`config.mk`:
```
export PLATFORM = sky130hd
export DESIGN_NAME = dbus_initiator
export DESIGN_NICKNAME = d
export VERILOG_FILES = /design/src/rtl/dbus_initiator.sv
export SDC_FILE = /design/constraint.sdc
export NUM_CORES = 1
export LEC_CHECK = 0
export BUFFER_PORTS_ARGS = -buffer_cell sky130_fd_sc_hd__buf_2
export CAP_MARGIN = 20
export CORE_ASPECT_RATIO = 1.25
export CORE_UTILIZATION = 49
export DETAILED_ROUTE_END_ITERATION = 12
export HOLD_SLACK_MARGIN = 0.12
export PLACE_DENSITY = 0.87
export SETUP_SLACK_MARGIN = 0.2
export SLEW_MARGIN = 20
export SYNTH_ARGS = -nofsm -noshare
export SYNTH_HDL_FRONTEND = slang
export SYNTH_SLANG_ARGS = --single-unit
```
`constraint.sdc`:
```
create_clock -name clk -period 2.76 [get_ports clk]
set_clock_uncertainty 0.1 [all_clocks]
set_input_delay 0.138 -clock clk [delete_from_list [all_inputs] [get_ports clk]]
set_output_delay 0.138 -clock clk [all_outputs]
set_load 0.05 [all_outputs]
```
`src/rtl/dbus_initiator.sv`:
```
// Data-bus initiator: turns one core command into one or two 32-bit req/ack
// word phases on the peripheral bus, with a per-phase ack timeout.
package dbus_pkg;
    typedef struct packed {
        logic        req;
        logic [31:0] addr;
        logic [31:0] w_data;
        logic        w_en;
    } type_dbus2peri_s;

    typedef struct packed {
        logic        ack;
        logic [31:0] r_data;
    } type_peri2dbus_s;
endpackage

module dbus_initiator
    import dbus_pkg::*;
#(
    parameter int unsigned TIMEOUT_CYCLES = 255
) (
    input  logic            clk,
    input  logic            rst_n,
    input  logic            cmd_valid_i,
    output logic            cmd_ready_o,
    input  logic [31:0]     cmd_addr_i,
    input  logic            cmd_wen_i,
    input  logic            cmd_dword_i,
    input  logic [63:0]     cmd_wdata_i,
    output logic            rsp_valid_o,
    output logic [63:0]     rsp_rdata_o,
    output logic            rsp_err_o,
    output type_dbus2peri_s dbus2peri_o,
    input  type_peri2dbus_s peri2dbus_i,
    output logic [2:0]      dbg_state
);

    typedef enum logic [2:0] {
        IDLE   = 3'd0,
        REQ_LO = 3'd1,
        GAP    = 3'd2,
        REQ_HI = 3'd3,
        RESP   = 3'd4
    } state_e;

    // Abort fires in the cycle the counter would reach TIMEOUT_CYCLES.
    localparam logic [7:0] TO_LAST = 8'(TIMEOUT_CYCLES - 1);

    state_e          state;
    state_e          state_next;
    logic [7:0]      wait_cnt;
    type_dbus2peri_s bus_q;
    logic            dword_q;
    logic [31:0]     wdata_hi_q;
    logic [63:0]     rdata_q;
    logic            err_q;

    logic            accept;
    logic            in_phase;
    logic            ack_ok;
    logic            abort;

    // Handshake: a command transfers on a clk edge where cmd_valid_i && cmd_ready_o;
    // ready is high only in IDLE and never depends on valid. The response is a
    // single-cycle rsp_valid_o pulse with no ready, so the consumer must take it.
    always_ff @(posedge clk) begin
        if (!rst_n) begin
            state <= IDLE;
        end else begin
            state <= state_next;
        end
    end

    always_comb begin
        state_next = state;
        case (state)
            IDLE:    if (accept) state_next = REQ_LO;
            REQ_LO: begin
                if (ack_ok)     state_next = dword_q ? GAP : RESP;
                else if (abort) state_next = RESP;
            end
            GAP:     state_next = REQ_HI;
            REQ_HI:  if (ack_ok || abort) state_next = RESP;
            RESP:    state_next = IDLE;
            default: state_next = IDLE;
        endcase
    end

    // Ack in the first cycle of a phase (wait_cnt == 0) is not trusted.
    always_comb begin
        cmd_ready_o = (state == IDLE) && rst_n;
        rsp_valid_o = (state == RESP);
        accept      = cmd_valid_i && cmd_ready_o;
        in_phase    = (state == REQ_LO) || (state == REQ_HI);
        ack_ok      = in_phase && peri2dbus_i.ack && (wait_cnt != 8'd0);
        abort       = in_phase && !ack_ok && (wait_cnt == TO_LAST);
    end

    always_ff @(posedge clk) begin
        if (!rst_n) begin
            wait_cnt <= 8'd0;
        end else if (accept || state == GAP) begin
            wait_cnt <= 8'd0;
        end else if (in_phase && !ack_ok) begin
            wait_cnt <= wait_cnt + 8'd1;
        end
    end

    always_ff @(posedge clk) begin
        if (!rst_n) begin
            bus_q      <= '0;
            dword_q    <= 1'b0;
            wdata_hi_q <= '0;
            rdata_q    <= '0;
            err_q      <= 1'b0;
        end else begin
            case (state)
                IDLE: begin
                    if (accept) begin
                        bus_q.req    <= 1'b1;
                        bus_q.addr   <= cmd_addr_i & 32'hFFFF_FFFC;
                        bus_q.w_data <= cmd_wdata_i[31:0];
                        bus_q.w_en   <= cmd_wen_i;
                        dword_q      <= cmd_dword_i;
                        wdata_hi_q   <= cmd_wdata_i[63:32];
                        rdata_q      <= '0;
                        err_q        <= 1'b0;
                    end
                end
                REQ_LO: begin
                    if (ack_ok) begin
                        bus_q.req <= 1'b0;
                        if (!bus_q.w_en) rdata_q[31:0] <= peri2dbus_i.r_data;
                    end else if (abort) begin
                        bus_q.req <= 1'b0;
                        rdata_q   <= '0;
                        err_q     <= 1'b1;
                    end
                end
                GAP: begin
                    // High word address wraps naturally in 32 bits.
                    bus_q.req    <= 1'b1;
                    bus_q.addr   <= bus_q.addr + 32'd4;
                    bus_q.w_data <= wdata_hi_q;
                end
                REQ_HI: begin
                    if (ack_ok) begin
                        bus_q.req <= 1'b0;
                        if (!bus_q.w_en) rdata_q[63:32] <= peri2dbus_i.r_data;
                    end else if (abort) begin
                        bus_q.req <= 1'b0;
                        rdata_q   <= '0;
                        err_q     <= 1'b1;
                    end
                end
                default: ;
            endcase
        end
    end

    assign dbus2peri_o = bus_q;
    assign rsp_rdata_o = rdata_q;
    assign rsp_err_o   = err_q;
    assign dbg_state   = state;

endmodule

```
==> impl_metrics.yaml, run 1 <==
clock_tree:
  cts_sinks: 173
  clock_latency_ns: 0.42
  htree_num_levels: 4
  cts_made_buffers: 17
  clock_path_buffers: 2
  cts_tree: "built"
  post_cts_buffers: 0
  postCtsResizedCells: 0
  clk_pin_slew_ns: 0.06
  clockRootBuffer: "clkbuf_16"
routing:
  postRouteAntennaNets: 0
  first_pass_iters: 5
  drc: 0
  initialDrtViolationCount: 642
  wire_per_inst_um: 18.6
  viasPerCell: 5.79
  dr_total_vias: 7743
  drt_wl_total_um: 24900
worst_hold_path:
  min_path_type: "input port to flip-flop"
  whs_path_depth: 4
sta:
  max_slew_margin_pct: 51.4
  totalNegativeSetupSlack_ns: 0
  max_freq_ghz: 0.414
  slew_violations: 0
  period_needed_ns: 2.41
  worst-slew-pin-transition_ns: 0.729
  grt_setup_unrepaired: "false"
  finalSetupViolations: 0
  hold_viol: 0
  timing.final.crit_share_pct: 87.4
die:
  start_util_pct: 50.6
  die_y_um: 136
  die_w_um: 109
  ios: 270
  die-area_mm2: 0.0149
  core_area_mm2: 0.0139
  fp-row-count: 48
layout:
  postLayoutCoreUtil_pct: 74.9
  area_growth_syn_to_layout_pct: 48.0
  multi_input_area_mm2: 0.00326
  register_area_mm2: 0.00346
  layout.cells.non_filler: 1338
  n_fill_cell: 913
  nNetsFinal: 1286
  layout-drive-gt1-share_pct: 31.4
  final_cell_area_mm2: 0.0104
worst_setup_path:
  worstPathMaxFanout: 55
  crit_arrival_ns: 2.62
  worstPathRequired_ns: 2.97
  end_kind: "flip-flop"
  crit_chain: "buf_4 -> nor4b_4 -> and2_4 -> buf_12 -> nand2_1 -> a311oi_1"
  reg2regPathDepth: 6
  critPathSlowestCell: "and2_4"
  critPathKind: "flip-flop to flip-flop"
  worst_setup_path_start_kind: "flip-flop"
  max_stage_delay_ns: 0.46
synth:
  synth_area_per_cell_um2: 9.08
  synth_top_family_by_area: "simple AND/OR/NAND/NOR gates"
  synth_xor_area_share_pct: 1.49
  synth_mux_area_share_pct: 0.763
  yosys-top-cells-count: "dfxtp_1, nand2_1, nor2_1, nand3_1, a22o_1"
  synthDistinctLibCells: 71
  yosys_warnings: 0
  syn_area_mm2: 0.00705
  yosysMostFrequentCell: "dfxtp_1"
  synthFlopType: "dfxtp_1"
  synth_edf_count: 0
  ys_top_cells_by_area: "dfxtp_1, nand2_1, a22o_1"
  yosysTopAreaCell: "dfxtp_1"
  synth_compound_area_share_pct: 21.2
  synth_fa_ha_area_share_pct: 0.710
  postSynth.asyncResetShare_pct: 0
  syn_inst: 776
  ys_seq_elements: 173
  synth_top_cell_area_share_pct: 49.1
  ys_seq_area_share_pct: 49.1
  synth_simple_gate_area_share_pct: 21.6
placement:
  place_area_mm2: 0.00849
  gp_congestion: 0.868
  port_buffers: 265
  dp_cells: 1174
  hpwl_um: 14600
grt:
  met2_usage_pct: 57.1
  top_usage_layer: "met2"
  antenna_found_initial: 2
  grt_max_degree: 84
  grt_pass1_vias: 7427
  grt_pass1_wl_um: 37500
  grt_use_total_pct: 32.8
  grt_overflow: 0
  grtUsageMet1_pct: 35.0
  met3_usage_pct: 9.73
pwr:
  leakagePower_uw: 0.00480
  peakVddDrop_v: 0.000596
  fin_total_pwr_uw: 6170
  powerDensity_mw_per_mm2: 591
outcome:
  outcome: "completed"
flow_run:
  cap_viol_max_count: 0
## sequential cells by signal, summed over array words and instances, names as in the netlist
signal	count
dbg_state	3
dbus2peri_o	64
dword_q	1
rsp_err_o	1
rsp_rdata_o	64
wait_cnt	8
wdata_hi_q	32
## where the power goes
part	total, uW	internal, uW	switching (uW)
clock	2600	1610	989
sequential	2680	2600	82.0
combinational	891	351	540
total	6170	4560	1610
## logic make-up (layout without fill, tap and decap cells)
logic type      after synthesis  after routing
buf+inv                      70            454
fa+ha+maj                     4              4
simple gates                330            330
mux                           5              5
other cells                   1              4
flops                       173            173
xor+xnor                     12             12
compound gates              181            181
## layer usage
layer,vias to the layer above,wire length [um]
li1,3558,-
met1,3654,9430
met2,452,12200
met3,79,2200
met4,0,1040
met5,-,0
## worst paths after layout
check / slack [ns] / end / start
max: 0.35 / dbus2peri_o[12] / dbg_state[1]
min: 0.16 / dbus2peri_o[2] / cmd_valid_i
max reg2reg: 0.35 / dbus2peri_o[12] / dbg_state[1]
min reg2reg: 0.35 / wdata_hi_q[25] / wdata_hi_q[25]
## area by class of cell
class / instances / area share [%]
Timing Repair Buffer: 415 / 27.1
Clock buffer: 22 / 4.26
Sequential cell: 173 / 33.2
Multi-Input combinational cell: 534 / 31.2
Antenna cell: 2 / 0.0480
Clock inverter: 10 / 1.81
Inverter: 7 / 0.252
Tap cell: 175 / 2.10
## metrics by stage
step | hold slack, ns | setup slack [ns]
finish | 0.161 | 0.347
global route | 0.152 | 0.298
CTS | 0.155 | 0.459
detailed placement | 0.224 | 0.487
global placement | 0.221 | 0.529
floorplan | 0.137 | 0.250
## worst max-delay path, delay by kind of cell (launching register included)
kind	cells	cell delay, ns
simple gates	3	0.94
buf+inv	2	0.49
compound gates	1	0.37
flops	1	0.39
## cells in the final DEF (no fill, tap or decap), drive strengths merged, types with 3 or more instances in the layout
cell	count
ha	4
nand2	164
nand3	52
nand4b	3
a21oi	22
a311oi	32
and2	3
o211a	3
mux2	3
nor3	11
dfxtp	173
dlygate4sd3	130
a211oi	3
o311ai	3
inv	7
nor2	54
buf	285
nor4	4
o21a	3
xor2	9
o21ai	14
o31ai	3
xnor2	3
a22o	65
nor3b	4
bufinv	5
clkbuf	22
nand4	13
a31oi	6
a22oi	6
and3	8
clkinvlp	4
o211ai	3
## repair_timing
action	4_1_cts	5_1_grt
endpoints found under the hold margin	162	0
hold buffers	130	0
setup endpoints to repair	0	0
Power figures use the tool's default switching activity.
==> run 2: changes to the inputs <==
--- a/config.mk
+++ b/config.mk
@@ -12,7 +12,7 @@
 export DETAILED_ROUTE_END_ITERATION = 12
 export HOLD_SLACK_MARGIN = 0.12
 export PLACE_DENSITY = 0.87
-export SETUP_SLACK_MARGIN = 0.2
+export SETUP_SLACK_MARGIN = 0.4
 export SLEW_MARGIN = 20
 export SYNTH_ARGS = -nofsm -noshare
 export SYNTH_HDL_FRONTEND = slang
==> run 2 against run 1 <==
Compared with the run above:
- first-iteration DRC count grew 17%
- die area unchanged
- sequential power about the same
- hold slack better by 0.025 ns
- largest power group unchanged
- critical endpoint is now rsp_rdata_o[54]
==> impl_metrics.yaml, run 2 (synthesized netlist as in run 1, its figures left out) <==
clock_tree:
  htree_num_levels: 4
  cts_sinks: 173
  clock_path_buffers: 2
  cts_tree: "built"
  cts_made_buffers: 17
  clockRootBuffer: "clkbuf_16"
  clock_latency_ns: 0.42
  clk_pin_slew_ns: 0.07
placement:
  hpwl_um: 14200
  gp_congestion: 0.850
  port_buffers: 265
sta:
  totalNegativeSetupSlack_ns: 0
  period_needed_ns: 2.27
  max_freq_ghz: 0.440
  finalSetupViolations: 0
  grt_setup_unrepaired: "false"
  slew_violations: 0
  max_slew_margin_pct: 50.0
  timing.final.crit_share_pct: 82.4
  worst-slew-pin-transition_ns: 0.740
  hold_viol: 0
layout:
  final_common_cell: "buf_2"
  layout-drive-gt1-share_pct: 32.1
  antenna_cells: 0
  nNetsFinal: 1288
  n_fill_cell: 888
  register_area_mm2: 0.00347
  multi_input_area_mm2: 0.00325
  final_cell_mix: "buf_2, dfxtp_1, nand2_1"
  area_growth_syn_to_layout_pct: 48.2
worst_setup_path:
  worst_setup_path_start_kind: "flip-flop"
  worstPathMaxFanout: 32
  critPathKind: "flip-flop to flip-flop"
  crit_arrival_ns: 2.48
  worstPathRequired_ns: 2.96
  end_kind: "flip-flop"
pwr:
  peakVddDrop_v: 0.000438
  leakagePower_uw: 0.00482
  powerDensity_mw_per_mm2: 589
  fin_total_pwr_uw: 6150
die:
  die_w_um: 109
  die-area_mm2: 0.0149
  start_util_pct: 50.6
  die_y_um: 136
  core_area_mm2: 0.0139
  fp-row-count: 48
  ios: 270
grt:
  grt_max_degree: 84
  antenna_found_initial: 0
  grt_use_total_pct: 32.8
  grt_pass1_vias: 7610
  grt_overflow: 0
  grt_pass1_wl_um: 37900
routing:
  drc: 0
  initialDrtViolationCount: 751
  viasPerCell: 5.83
  first_pass_iters: 6
  drt_wl_total_um: 25000
  wire_per_inst_um: 18.7
  dr_total_vias: 7797
  postRouteAntennaNets: 0
worst_hold_path:
  min_path_type: "input port to flip-flop"
flow_run:
  cap_viol_max_count: 0
outcome:
  outcome: "completed"
[run 2: changes by cell type in the layout (fill, tap and decap cells not counted), sizes merged]
cell / before / now
diode: 2 / 0
inv: 7 / 12
clkinv: 1 / 3
clkbuf: 22 / 18
buf: 285 / 287
clkinvlp: 4 / 2
bufinv: 5 / 4
[run 2: layer usage]
metal | track usage (%) | vias up | part of all wire (%)
met5 | 0 | - | 0
met4 | 17.3 | 0 | 3.8
met3 | 9.83 | 88 | 9.3
met2 | 56.3 | 495 | 49
met1 | 36.2 | 3661 | 38
li1 | - | 3553 | -
[run 2: worst paths after layout]
check	from	end	slack (ns)	cells after the start
setup reg to reg	wait_cnt[0]	rsp_rdata_o[54]	0.49	8
hold / removal	cmd_valid_i	dbus2peri_o[36]	0.19	4
hold reg to reg	wdata_hi_q[27]	wdata_hi_q[27]	0.36	2
setup / recovery	wait_cnt[0]	rsp_rdata_o[54]	0.49	8
[run 2: stage by stage]
stage / util [%] / cell area (um^2) / hold slack (ns) / setup WS, ns / instances
2_1_floorplan: - / 7060 / 0.137 / 0.403 / 777
3_3_place_gp: 60.8 / 8470 / 0.220 / 0.461 / 1173
3_5_place_dp: 60.8 / 8470 / 0.224 / 0.401 / 1173
4_1_cts: 74.7 / 10400 / 0.159 / 0.457 / 1335
5_1_grt: 74.9 / 10400 / 0.200 / 0.376 / 1338
6_report: 74.9 / 10400 / 0.186 / 0.486 / 1338
[run 2: power breakdown]
group          internal (uW)  switching, uW  total [uW]
Sequential              2600           85.5        2680
Clock                   1540           1050        2590
Combinational            348            535         883
Total                   4480           1670        6150
[run 2: layout make-up]
type | count | area share (%)
sequential | 173 | 33.2
multi-input combinational | 534 | 31.2
timing repair buffer | 417 | 27.2
clock buffer | 18 | 4.11
tap | 175 | 2.10
clock inverter | 14 | 1.97
inverter | 7 | 0.252
[run 2: what timing repair did]
action,CTS,global route
pin swaps,0,1
gates resized for setup,1,1
buffers inserted,0,3
setup endpoints to repair,28,65
hold endpoints to repair,162,0
hold buffers,130,0
[run 2: worst max-delay path: stages, from the launching register on]
cell and delay, ns:
dfxtp_1 0.34, inv_1 0.13, ha_1 0.15, or4b_4 0.47
o21ai_4 0.21, buf_4 0.17, nor3_2 0.04, buf_4 0.25
a22o_1 0.29
